<file path="src/rtl/wb_frame_gate.sv">
// Frame-synchronised capture gate between the camera stream FIFO and the wishbone stream writer.
// Captures NFRM frames (or runs continuously) with decimation, start-of-frame marking and drop counting.
module wb_frame_gate #(
  parameter int DW    = 32,
  parameter int CNT_W = 16
) (
  input  logic          wb_clk_i,
  input  logic          wb_rstn_i,
  input  logic [4:0]    wb_adr_i,
  input  logic [31:0]   wb_dat_i,
  input  logic [3:0]    wb_sel_i,
  input  logic          wb_we_i,
  input  logic          wb_cyc_i,
  input  logic          wb_stb_i,
  output logic [31:0]   wb_dat_o,
  output logic          wb_ack_o,
  output logic          wb_err_o,
  input  logic          frame_start_i,
  input  logic [DW-1:0] s_data_i,
  input  logic          s_valid_i,
  output logic          s_ready_o,
  output logic [DW-1:0] m_data_o,
  output logic          m_sof_o,
  output logic          m_valid_o,
  input  logic          m_ready_i,
  output logic          irq_o
);

  typedef enum logic [1:0] {S_IDLE, S_ARM, S_CAP, S_DONE} state_e;

  state_e           state_q, state_d;
  logic             fs_q, fs_d;
  logic             ack_q, ack_d;
  logic [31:0]      dat_q, dat_d;
  logic             cont_q, cont_d;
  logic             irq_en_q, irq_en_d;
  logic [CNT_W-1:0] nfrm_q, nfrm_d;
  logic [CNT_W-1:0] skip_q, skip_d;
  logic [CNT_W-1:0] frames_q, frames_d;
  logic [CNT_W-1:0] skipcnt_q, skipcnt_d;
  logic [CNT_W-1:0] drops_q, drops_d;
  logic             done_q, done_d;
  logic             sof_pend_q, sof_pend_d;
  logic [DW-1:0]    m_data_q, m_data_d;
  logic             m_sof_q, m_sof_d;
  logic             m_valid_q, m_valid_d;

  logic             req, wr, fe, busy;
  logic [2:0]       reg_sel;
  logic             wr_ctrl, wr_nfrm, wr_skip, wr_stat;
  logic             start_ok, abort, done_clr;
  logic             skip_hit, cap_end;
  logic [CNT_W-1:0] nfrm_eff, frames_inc;
  logic             frame_begin, gate_open, load, drop;
  logic [31:0]      rdata;
  logic [15:0]      frames16;
  logic             unused_bits;

  assign req      = wb_cyc_i & wb_stb_i & ~ack_q;
  assign wr       = req & wb_we_i & (wb_sel_i == 4'hF);
  assign reg_sel  = wb_adr_i[4:2];
  assign wr_ctrl  = wr & (reg_sel == 3'd0);
  assign wr_nfrm  = wr & (reg_sel == 3'd1);
  assign wr_skip  = wr & (reg_sel == 3'd2);
  assign wr_stat  = wr & (reg_sel == 3'd3);
  assign abort    = wr_ctrl & wb_dat_i[1];
  assign start_ok = wr_ctrl & wb_dat_i[0] & ~wb_dat_i[1] & (state_q == S_IDLE);
  assign done_clr = wr_stat & wb_dat_i[1];

  assign fe         = frame_start_i & ~fs_q;
  assign busy       = (state_q == S_ARM) | (state_q == S_CAP);
  assign nfrm_eff   = (nfrm_q == '0) ? CNT_W'(1) : nfrm_q;
  assign frames_inc = frames_q + CNT_W'(1);
  assign skip_hit   = (skipcnt_q >= skip_q);
  assign cap_end    = (frames_inc == nfrm_eff) & ~cont_q;
  assign frames16   = 16'(frames_q);
  assign unused_bits = ^{wb_adr_i[1:0], wb_dat_i};

  always_comb begin
    rdata = '0;
    case (reg_sel)
      3'd0:    rdata = {28'd0, irq_en_q, cont_q, 2'b00};
      3'd1:    rdata = 32'(nfrm_q);
      3'd2:    rdata = 32'(skip_q);
      3'd3:    rdata = {frames16, 14'd0, done_q, busy};
      3'd4:    rdata = 32'(drops_q);
      default: rdata = '0;
    endcase
  end

  always_ff @(posedge wb_clk_i or negedge wb_rstn_i) begin
    if (!wb_rstn_i) state_q <= S_IDLE;
    else            state_q <= state_d;
  end

  // ABORT overrides everything, including a coincident frame edge.
  always_comb begin
    state_d = state_q;
    if (abort) begin
      state_d = S_IDLE;
    end else begin
      case (state_q)
        S_IDLE: if (start_ok) state_d = S_ARM;
        S_ARM:  if (fe && skip_hit) state_d = S_CAP;
        S_CAP: begin
          if (fe && cap_end)              state_d = S_DONE;
          else if (fe && skip_q != '0)    state_d = S_ARM;
        end
        S_DONE: state_d = S_IDLE;
        default: state_d = S_IDLE;
      endcase
    end
  end

  always_comb begin
    frame_begin = 1'b0;
    gate_open   = 1'b0;
    if (!abort && fe) begin
      frame_begin = ((state_q == S_ARM) && skip_hit) ||
                    ((state_q == S_CAP) && !cap_end && (skip_q == '0));
    end
    gate_open = frame_begin || ((state_q == S_CAP) && !fe);
    load = gate_open & s_valid_i & (~m_valid_q | m_ready_i);
    drop = gate_open & s_valid_i & ~load;
  end

  always_comb begin
    fs_d       = frame_start_i;
    ack_d      = req;
    dat_d      = (req && !wb_we_i) ? rdata : 32'd0;
    cont_d     = cont_q;
    irq_en_d   = irq_en_q;
    nfrm_d     = nfrm_q;
    skip_d     = skip_q;
    frames_d   = frames_q;
    skipcnt_d  = skipcnt_q;
    drops_d    = drops_q;
    done_d     = done_q;
    sof_pend_d = sof_pend_q;
    m_data_d   = m_data_q;
    m_sof_d    = m_sof_q;
    m_valid_d  = m_valid_q;

    if (wr_ctrl) begin
      cont_d   = wb_dat_i[2];
      irq_en_d = wb_dat_i[3];
    end
    if (wr_nfrm) nfrm_d = wb_dat_i[CNT_W-1:0];
    if (wr_skip) skip_d = wb_dat_i[CNT_W-1:0];

    // Arming preloads the skip counter as satisfied so the first frame after START is captured.
    if (start_ok) begin
      frames_d  = '0;
      skipcnt_d = skip_q;
      drops_d   = '0;
    end else if (!abort && fe) begin
      if (state_q == S_ARM) begin
        skipcnt_d = skip_hit ? '0 : skipcnt_q + CNT_W'(1);
      end else if (state_q == S_CAP) begin
        frames_d = frames_inc;
        if (!cap_end && skip_q != '0) skipcnt_d = CNT_W'(1);
      end
    end
    if (!start_ok && drop && drops_q != '1) drops_d = drops_q + CNT_W'(1);

    if (start_ok)                            done_d = 1'b0;
    else if (state_q == S_DONE && !abort)    done_d = 1'b1;
    else if (done_clr)                       done_d = 1'b0;

    if (start_ok || load)                           sof_pend_d = 1'b0;
    else if (frame_begin)                           sof_pend_d = 1'b1;
    else if (state_q == S_CAP && fe)                sof_pend_d = 1'b0;

    if (load) begin
      m_data_d  = s_data_i;
      m_sof_d   = sof_pend_q | frame_begin;
      m_valid_d = 1'b1;
    end else if (m_ready_i) begin
      m_sof_d   = 1'b0;
      m_valid_d = 1'b0;
    end
  end

  always_ff @(posedge wb_clk_i or negedge wb_rstn_i) begin
    if (!wb_rstn_i) begin
      fs_q       <= 1'b0;
      ack_q      <= 1'b0;
      dat_q      <= '0;
      cont_q     <= 1'b0;
      irq_en_q   <= 1'b0;
      nfrm_q     <= '0;
      skip_q     <= '0;
      frames_q   <= '0;
      skipcnt_q  <= '0;
      drops_q    <= '0;
      done_q     <= 1'b0;
      sof_pend_q <= 1'b0;
      m_data_q   <= '0;
      m_sof_q    <= 1'b0;
      m_valid_q  <= 1'b0;
    end else begin
      fs_q       <= fs_d;
      ack_q      <= ack_d;
      dat_q      <= dat_d;
      cont_q     <= cont_d;
      irq_en_q   <= irq_en_d;
      nfrm_q     <= nfrm_d;
      skip_q     <= skip_d;
      frames_q   <= frames_d;
      skipcnt_q  <= skipcnt_d;
      drops_q    <= drops_d;
      done_q     <= done_d;
      sof_pend_q <= sof_pend_d;
      m_data_q   <= m_data_d;
      m_sof_q    <= m_sof_d;
      m_valid_q  <= m_valid_d;
    end
  end

  assign wb_dat_o  = dat_q;
  assign wb_ack_o  = ack_q;
  assign wb_err_o  = 1'b0;
  assign s_ready_o = 1'b1;
  assign m_data_o  = m_data_q;
  assign m_sof_o   = m_sof_q;
  assign m_valid_o = m_valid_q;
  assign irq_o     = done_q & irq_en_q;

endmodule

</file>
<file path="config.mk">
export PLATFORM = sky130hd
export DESIGN_NAME = wb_frame_gate
export DESIGN_NICKNAME = d
export VERILOG_FILES = /design/src/rtl/wb_frame_gate.sv
export SDC_FILE = /design/constraint.sdc
export NUM_CORES = 1
export LEC_CHECK = 0
export BUFFER_PORTS_ARGS = -buffer_cell sky130_fd_sc_hd__clkbuf_2
export CAP_MARGIN = 0
export CELL_PAD_IN_SITES_DETAIL_PLACEMENT = 1
export CELL_PAD_IN_SITES_GLOBAL_PLACEMENT = 1
export CORE_MARGIN = 2
export CORE_UTILIZATION = 40
export DETAILED_ROUTE_END_ITERATION = 10
export GPL_TIMING_DRIVEN = 1
export PLACE_DENSITY = 0.75
export SLEW_MARGIN = 20
export SYNTH_ARGS = -nofsm -noshare
export SYNTH_HDL_FRONTEND = slang
export SYNTH_SLANG_ARGS = --single-unit
export TNS_END_PERCENT = 50
</file>
<file path="constraint.sdc">
create_clock -name wb_clk_i -period 2.7 [get_ports wb_clk_i]
set_input_delay 0.405 -clock wb_clk_i [delete_from_list [all_inputs] [get_ports wb_clk_i]]
set_output_delay 0.405 -clock wb_clk_i [all_outputs]
set_load 0.02 [all_outputs]
</file>
==> results.py, run 1 <==
metrics = {
    "clocking": {
        "tritoncts": "yes",
        "clockBufferDepth": 2,
        "root_buffer": "clkbuf_16",
        "cts.sink_count": 154,
        "htreeDepth": 4,
        "tritoncts.num_buffers": 17,
        "insertion_delay_ps": 440,
        "cts.clk_slew.worst_paths_ps": 70,
    },
    "critical_path": {
        "cp_slowest_stage_delay_ps": 440,
        "required_ps": 3020,
        "critPathSlowestCell": "dfrtp_1",
        "crit_family": "compound AO/OA/AOI/OAI gates",
        "endpoint_kind": "register",
        "crit_fanout": 7,
        "path_cells": "buf_6 > nand4_1 > buf_4 > o21ai_1 > a21boi_2 > a2111oi_4 > nand4_2 > o211ai_4 > a21oi_4 > clkbuf_16 > mux2_4",
        "worstPathBufferInverterCount": 3,
        "crit_type": "register to register",
        "arrival_ps": 3260,
        "cp-start-kind": "register",
    },
    "yosys": {
        "synth_compound_area_frac": 0.1616,
        "syn_avg_cell_area_sq_um": 10.32,
        "synth_top_cell_by_area": "dfrtp_1",
        "async_reset_ff_frac": 1.000,
        "synth_common_cells": "dfrtp_1, nor2_1, nand2_1, a21oi_1, mux2_2",
        "synth_edf_count": 0,
        "synth-simple-area-share": 0.1612,
        "yosysSeqAreaShare": 0.4580,
        "synthXorXnorAreaFrac": 0.01770,
        "synth_cell_types": 66,
        "synth.top_cell.area_share": 0.4580,
        "syn_nets": 919,
        "ys_ff_latch": 154,
        "synthMuxAreaShare": 0.1237,
        "synth_top_family_by_area": "compound AO/OA/AOI/OAI gates",
        "synth_area_leaders": "dfrtp_1, mux2_2, mux2_4, ha_1, nor2_1",
        "yosysMostFrequentCell": "dfrtp_1",
        "synthAdderAreaFrac": 0.03420,
        "synth_cells": 815,
        "synth_area_sq_um": 8414,
        "ys_warn_count": 0,
        "ys.flop_type": "dfrtp_1",
    },
    "timing": {
        "maxSlewHeadroom": 0.4890,
        "worstMarginPinSlew_ps": 764.7,
        "rsz0062_at_grt": "true",
        "finalCriticalPeriod_ps": 2941,
        "drv_slew": 0,
        "fin_worst_skew_ps": 11.24,
        "post-route-period-util": 1.089,
        "hold_viol": 0,
        "worst_slack_ps": -241.2,
        "max_freq_ghz": 0.3400,
        "timing.hold.ws_ps": 85.90,
        "tns_ps": -9967,
        "setup_viol_count_final": 68,
    },
    "place": {
        "portBuffers": 130,
        "placed_area_sq_um": 10270,
        "gp_congestion": 0.9314,
        "dp_slack_ps": -321.8,
        "dpl.hpwl_um": 20890,
    },
    "cells_and_area": {
        "n_antenna_cell": 0,
        "fillCellCount": 2309,
        "area_growth_pct": 38.11,
        "layout-drive-gt1-share": 0.4249,
        "utilization": 0.5581,
        "fin_area_sq_um": 11620,
        "nets": 1183,
    },
    "floorplan": {
        "row_count": 53,
        "die_area_sq_um": 22210,
        "fp.coreArea_sq_um": 20820,
        "io_pins": 151,
        "die_x_um": 149.0,
        "die_y_um": 149.0,
        "start_util": 0.4041,
    },
    "global_routing": {
        "grt_pass1_vias": 8293,
        "grt_usage": 0.2673,
        "antenna_found_initial": 0,
        "grt_pass1_wl_um": 46110,
        "grt_max_degree": 66,
        "grt-ovfl-total": 0,
    },
    "hold_path": {
        "hold_class": "input pin to register",
    },
    "routing": {
        "dr.first_iter.drc_count": 531,
        "vias": 7999,
        "wl_per_cell_um": 23.11,
        "ant_nets": 0,
        "routed_wl_um": 31600,
        "drc": 0,
        "first_pass_iters": 6,
        "vias_per_cell": 5.851,
    },
    "power": {
        "switchingPower_mw": 2.967,
        "p_leak_nw": 5.428,
        "p_per_area_nw_per_um2": 716.8,
        "switching_share": 0.3562,
        "pwr-share-clk": 0.288,
        "combinationalPowerShare": 0.365,
        "pwr-share-seq": 0.346,
        "ir_worst_vdd_uv": 458.7,
        "intPower_mw": 5.363,
    },
    "status": {
        "status": "finished, violations left",
        "violations": "setup timing",
    },
    "flow_run": {
        "max_cap_violations": 0,
    },
}
layer usage:
metal	part of all wire	global-route usage
met5	0	0
met4	0.030	0.09952
met3	0.064	0.05199
met2	0.50	0.4560
met1	0.41	0.3368
state kept, by name, indices dropped and copies added (netlist names), 2 cells and up:
register / cells
skipcnt_q: 16
frames16: 16
state_q: 2
m_data_o: 32
wb_dat_o: 32
drops_q: 16
skip_q: 16
nfrm_q: 16
stage by stage:
step / std cells / power, mW
detailed placement: 1306 / 5.448
global route: 1367 / 8.670
finish: 1367 / 8.330
floorplan: 815 / 4.421
global placement: 1306 / 5.341
CTS: 1351 / 8.010
power groups by stage:
stage          clock network [mW]  logic, mW  registers, mW
2_1_floorplan                   0       1.22           3.20
3_3_place_gp                    0       2.46           2.88
3_5_place_dp                    0       2.54           2.91
4_1_cts                      2.39       2.74           2.87
5_1_grt                      2.51       3.23           2.93
6_report                     2.40       3.04           2.89
kinds of logic (layout without fill, tap and decap cells):
logic type,count (synthesis),in the layout
other,2,2
adder cells (fa/ha/maj),23,23
AND/OR/NAND/NOR,254,254
buffers and inverters,83,360
AO/OA/AOI/OAI,197,197
multiplexers,85,85
XOR/XNOR,17,17
flip-flops,154,154
repair_timing:
item	CTS	global route
hold buffers	1	0
gates resized for setup	43	60
endpoints found under the setup margin	69	69
pin swaps	22	22
endpoints found under the hold margin	21	0
cloned	1	4
setup buffers	11	14
path summary, 6_finish.rpt:
kind | start | end | slack [ps] | cells after the start
max | frames16[5] | m_data_o[14] | -240 | 11
min | frame_start_i | fs_q | 90 | 1
max reg2reg | frames16[5] | m_data_o[14] | -240 | 11
min reg2reg | m_data_o[28] | m_data_o[28] | 510 | 1
max in group asynchronous | wb_rstn_i | nfrm_q[4] | 1360 | 3
min in group asynchronous | wb_rstn_i | m_data_o[24] | 540 | 2
cell usage in the layout, fill, tap and decap left out, drive strengths merged, types with 16 or more instances in the layout:
cell,count
and2,20
a21oi,41
nand3,24
mux2,68
clkbuf,149
buf,160
nor4,16
nand2,47
nor2,59
nand2b,19
ha,23
inv,41
dfrtp,154
o2bb2ai,16
mux2i,17
o21ai,34
a22oi,17
layout make-up:
cell class / instances / area (sq um) / share of cell area
Multi-Input combinational cell: 578 / 4721 / 0.4062
Timing Repair Buffer: 292 / 1992 / 0.1714
Inverter: 36 / 135.1 / 0.01163
Clock inverter: 14 / 136.4 / 0.01174
Clock buffer: 18 / 439.2 / 0.03779
Sequential cell: 154 / 3854 / 0.3316
Tap cell: 275 / 344.1 / 0.02961
Power figures use the tool's default switching activity.
==> run 2, diff against run 1 <==
--- a/config.mk
+++ b/config.mk
@@ -10,11 +10,13 @@
 export CELL_PAD_IN_SITES_DETAIL_PLACEMENT = 1
 export CELL_PAD_IN_SITES_GLOBAL_PLACEMENT = 1
 export CORE_MARGIN = 2
-export CORE_UTILIZATION = 40
+export CORE_UTILIZATION = 41
+export CTS_BUF_LIST = sky130_fd_sc_hd__clkbuf_4
 export DETAILED_ROUTE_END_ITERATION = 10
 export GPL_TIMING_DRIVEN = 1
-export PLACE_DENSITY = 0.75
-export SLEW_MARGIN = 20
+export PLACE_DENSITY = 0.77
+export SETUP_SLACK_MARGIN = 0.02
+export SLEW_MARGIN = 40
 export SYNTH_ARGS = -nofsm -noshare
 export SYNTH_HDL_FRONTEND = slang
 export SYNTH_SLANG_ARGS = --single-unit
==> results.py, run 2 (synthesis gave the netlist of run 1 again) <==
metrics = {
    "status": {
        "status": "finished, violations left",
        "violations": "setup timing",
    },
    "clocking": {
        "tritoncts": "yes",
        "cts.sink_count": 154,
        "insertion_delay_ps": 600,
        "htreeDepth": 4,
        "root_buffer": "clkbuf_4",
        "tritoncts.num_buffers": 17,
        "clockBufferDepth": 2,
        "cts.clk_slew.worst_paths_ps": 140,
    },
    "timing": {
        "worst_slack_ps": -244.1,
        "setup_viol_count_final": 66,
        "hold_viol": 0,
        "finalCriticalPeriod_ps": 2944,
        "worstMarginPinSlew_ps": 738.0,
        "drv_slew": 0,
        "post-route-period-util": 1.090,
        "maxSlewHeadroom": 0.5068,
        "fin_worst_skew_ps": 31.72,
        "rsz0062_at_grt": "true",
        "max_freq_ghz": 0.3397,
    },
    "flow_run": {
        "max_cap_violations": 0,
    },
    "floorplan": {
        "fp.coreArea_sq_um": 20170,
        "die_y_um": 147.3,
        "die_area_sq_um": 21680,
        "io_pins": 151,
        "start_util": 0.4172,
        "row_count": 52,
        "die_x_um": 147.3,
    },
    "routing": {
        "wl_per_cell_um": 22.15,
        "drc": 0,
        "dr.first_iter.drc_count": 612,
        "vias_per_cell": 5.821,
        "ant_nets": 0,
        "routed_wl_um": 30120,
        "highest_layer": "met4",
        "route.met2.wl_um": 15140,
        "wirelength_met1_um": 12670,
        "wl_met3_um": 1585,
        "first_pass_iters": 8,
        "vias": 7916,
    },
    "critical_path": {
        "endpoint_kind": "register",
        "reg2reg_to": "m_data_o[6]",
        "ff2ff_path_depth": 10,
        "rrSetupSlack_ps": -240,
        "cp_slowest_stage_delay_ps": 430,
        "arrival_ps": 3420,
        "rr_startpoint": "frames16[1]",
        "cp-start-kind": "register",
        "crit_type": "register to register",
        "crit_fanout": 26,
        "path_cells": "buf_6 > nand4_1 > nor4_2 > xnor2_1 > nor4b_2 > nand4_2 > o211ai_4 > a21oi_4 > buf_12 > mux2_4",
        "critPathSlowestCell": "dfrtp_1",
        "required_ps": 3170,
    },
    "place": {
        "portBuffers": 130,
        "dp_cells": 1309,
        "gp_congestion": 0.9335,
        "dp_slack_ps": -303.1,
        "dpl.hpwl_um": 21280,
    },
    "power": {
        "p_leak_nw": 5.242,
        "power.total_mw": 7.579,
        "ir_worst_vdd_uv": 250.8,
        "p_per_area_nw_per_um2": 680.6,
    },
    "cells_and_area": {
        "final_common_cell": "dfrtp_1",
        "final_cells": 1360,
        "layout-drive-gt1-share": 0.4040,
        "area_growth_pct": 32.36,
        "nets": 1180,
        "utilization": 0.5522,
        "final_cell_mix": "dfrtp_1, buf_4, clkbuf_2",
    },
    "hold_path": {
        "hold_class": "input pin to register",
        "hold_path_startpoint": "s_data_i[15]",
        "min_to": "m_data_o[15]",
        "worst_hold_path.num_cells": 2,
    },
    "global_routing": {
        "grt_pass1_wl_um": 46870,
        "antenna_found_initial": 1,
        "grt_pass1_vias": 8270,
        "grt-ovfl-total": 0,
        "grt_max_degree": 61,
        "grt_usage": 0.2781,
    },
}
## run 2: timing repair
item	in CTS	in global routing
gates resized for setup	48	12
setup buffers	12	4
setup endpoints to repair	69	69
pin swaps	16	5
endpoints found under the hold margin	57	0
hold buffers	2	0
## run 2: worst max path at each step
stage | start | to | slack [ps] | depth (start not counted)
CTS | frames16[1] | m_data_o[12] | -140 | 11
global route | frames16[1] | drops_q[4] | -320 | 12
global placement | nfrm_q[10] | m_data_o[12] | -230 | 9
floorplan | frames16[1] | m_data_o[10] | -20 | 10
finish | frames16[1] | m_data_o[6] | -240 | 10
detailed placement | nfrm_q[10] | m_data_o[12] | -300 | 9
## run 2: final cells by class
| type | instances | area [sq um] |
|---|---|---|
| Fill cell | 2285 | 9032 |
| Multi-Input combinational cell | 578 | 4522 |
| Sequential cell | 154 | 3854 |
| Timing Repair Buffer | 289 | 1907 |
| Tap cell | 270 | 337.8 |
| Clock inverter | 14 | 244.0 |
| Clock buffer | 18 | 135.1 |
| Inverter | 36 | 135.1 |
| Antenna cell | 1 | 2.502 |
## run 2: worst max-delay path, delay by kind of cell, from the launching register on
kind | cells | cell delay [ps]
simple gates | 4 | 1210
compound gates | 2 | 370
mux | 1 | 310
flops | 1 | 430
xor+xnor | 1 | 170
buf+inv | 2 | 310
## run 2: power breakdown
part | internal [mW] | switching [mW] | total (mW) | leakage, nW
registers | 2.64 | 0.233 | 2.87 | 2.06
logic | 1.34 | 1.53 | 2.87 | 2.99
clock network | 0.939 | 0.898 | 1.84 | 0.195
total | 4.92 | 2.66 | 7.58 | 5.24
## run 2: metrics by stage
stage / setup TNS (ps) / hold WS [ps] / cell area [sq um]
after global routing: -14540 / 5.769 / 11140
after floorplan: -459.6 / 109.4 / 8461
after global placement: -10300 / 422.9 / 10320
after CTS: -4647 / 4.478 / 11050
final: -10930 / 40.92 / 11140
after detailed placement: -15930 / 429.7 / 10320
## run 2: per-layer routing
| layer | vias up | GRT usage |
|---|---|---|
| li1 | 3499 | - |
| met2 | 295 | 0.4818 |
| met3 | 45 | 0.04814 |
| met1 | 4077 | 0.3566 |
| met4 | 0 | 0.08413 |
| met5 | - | 0 |
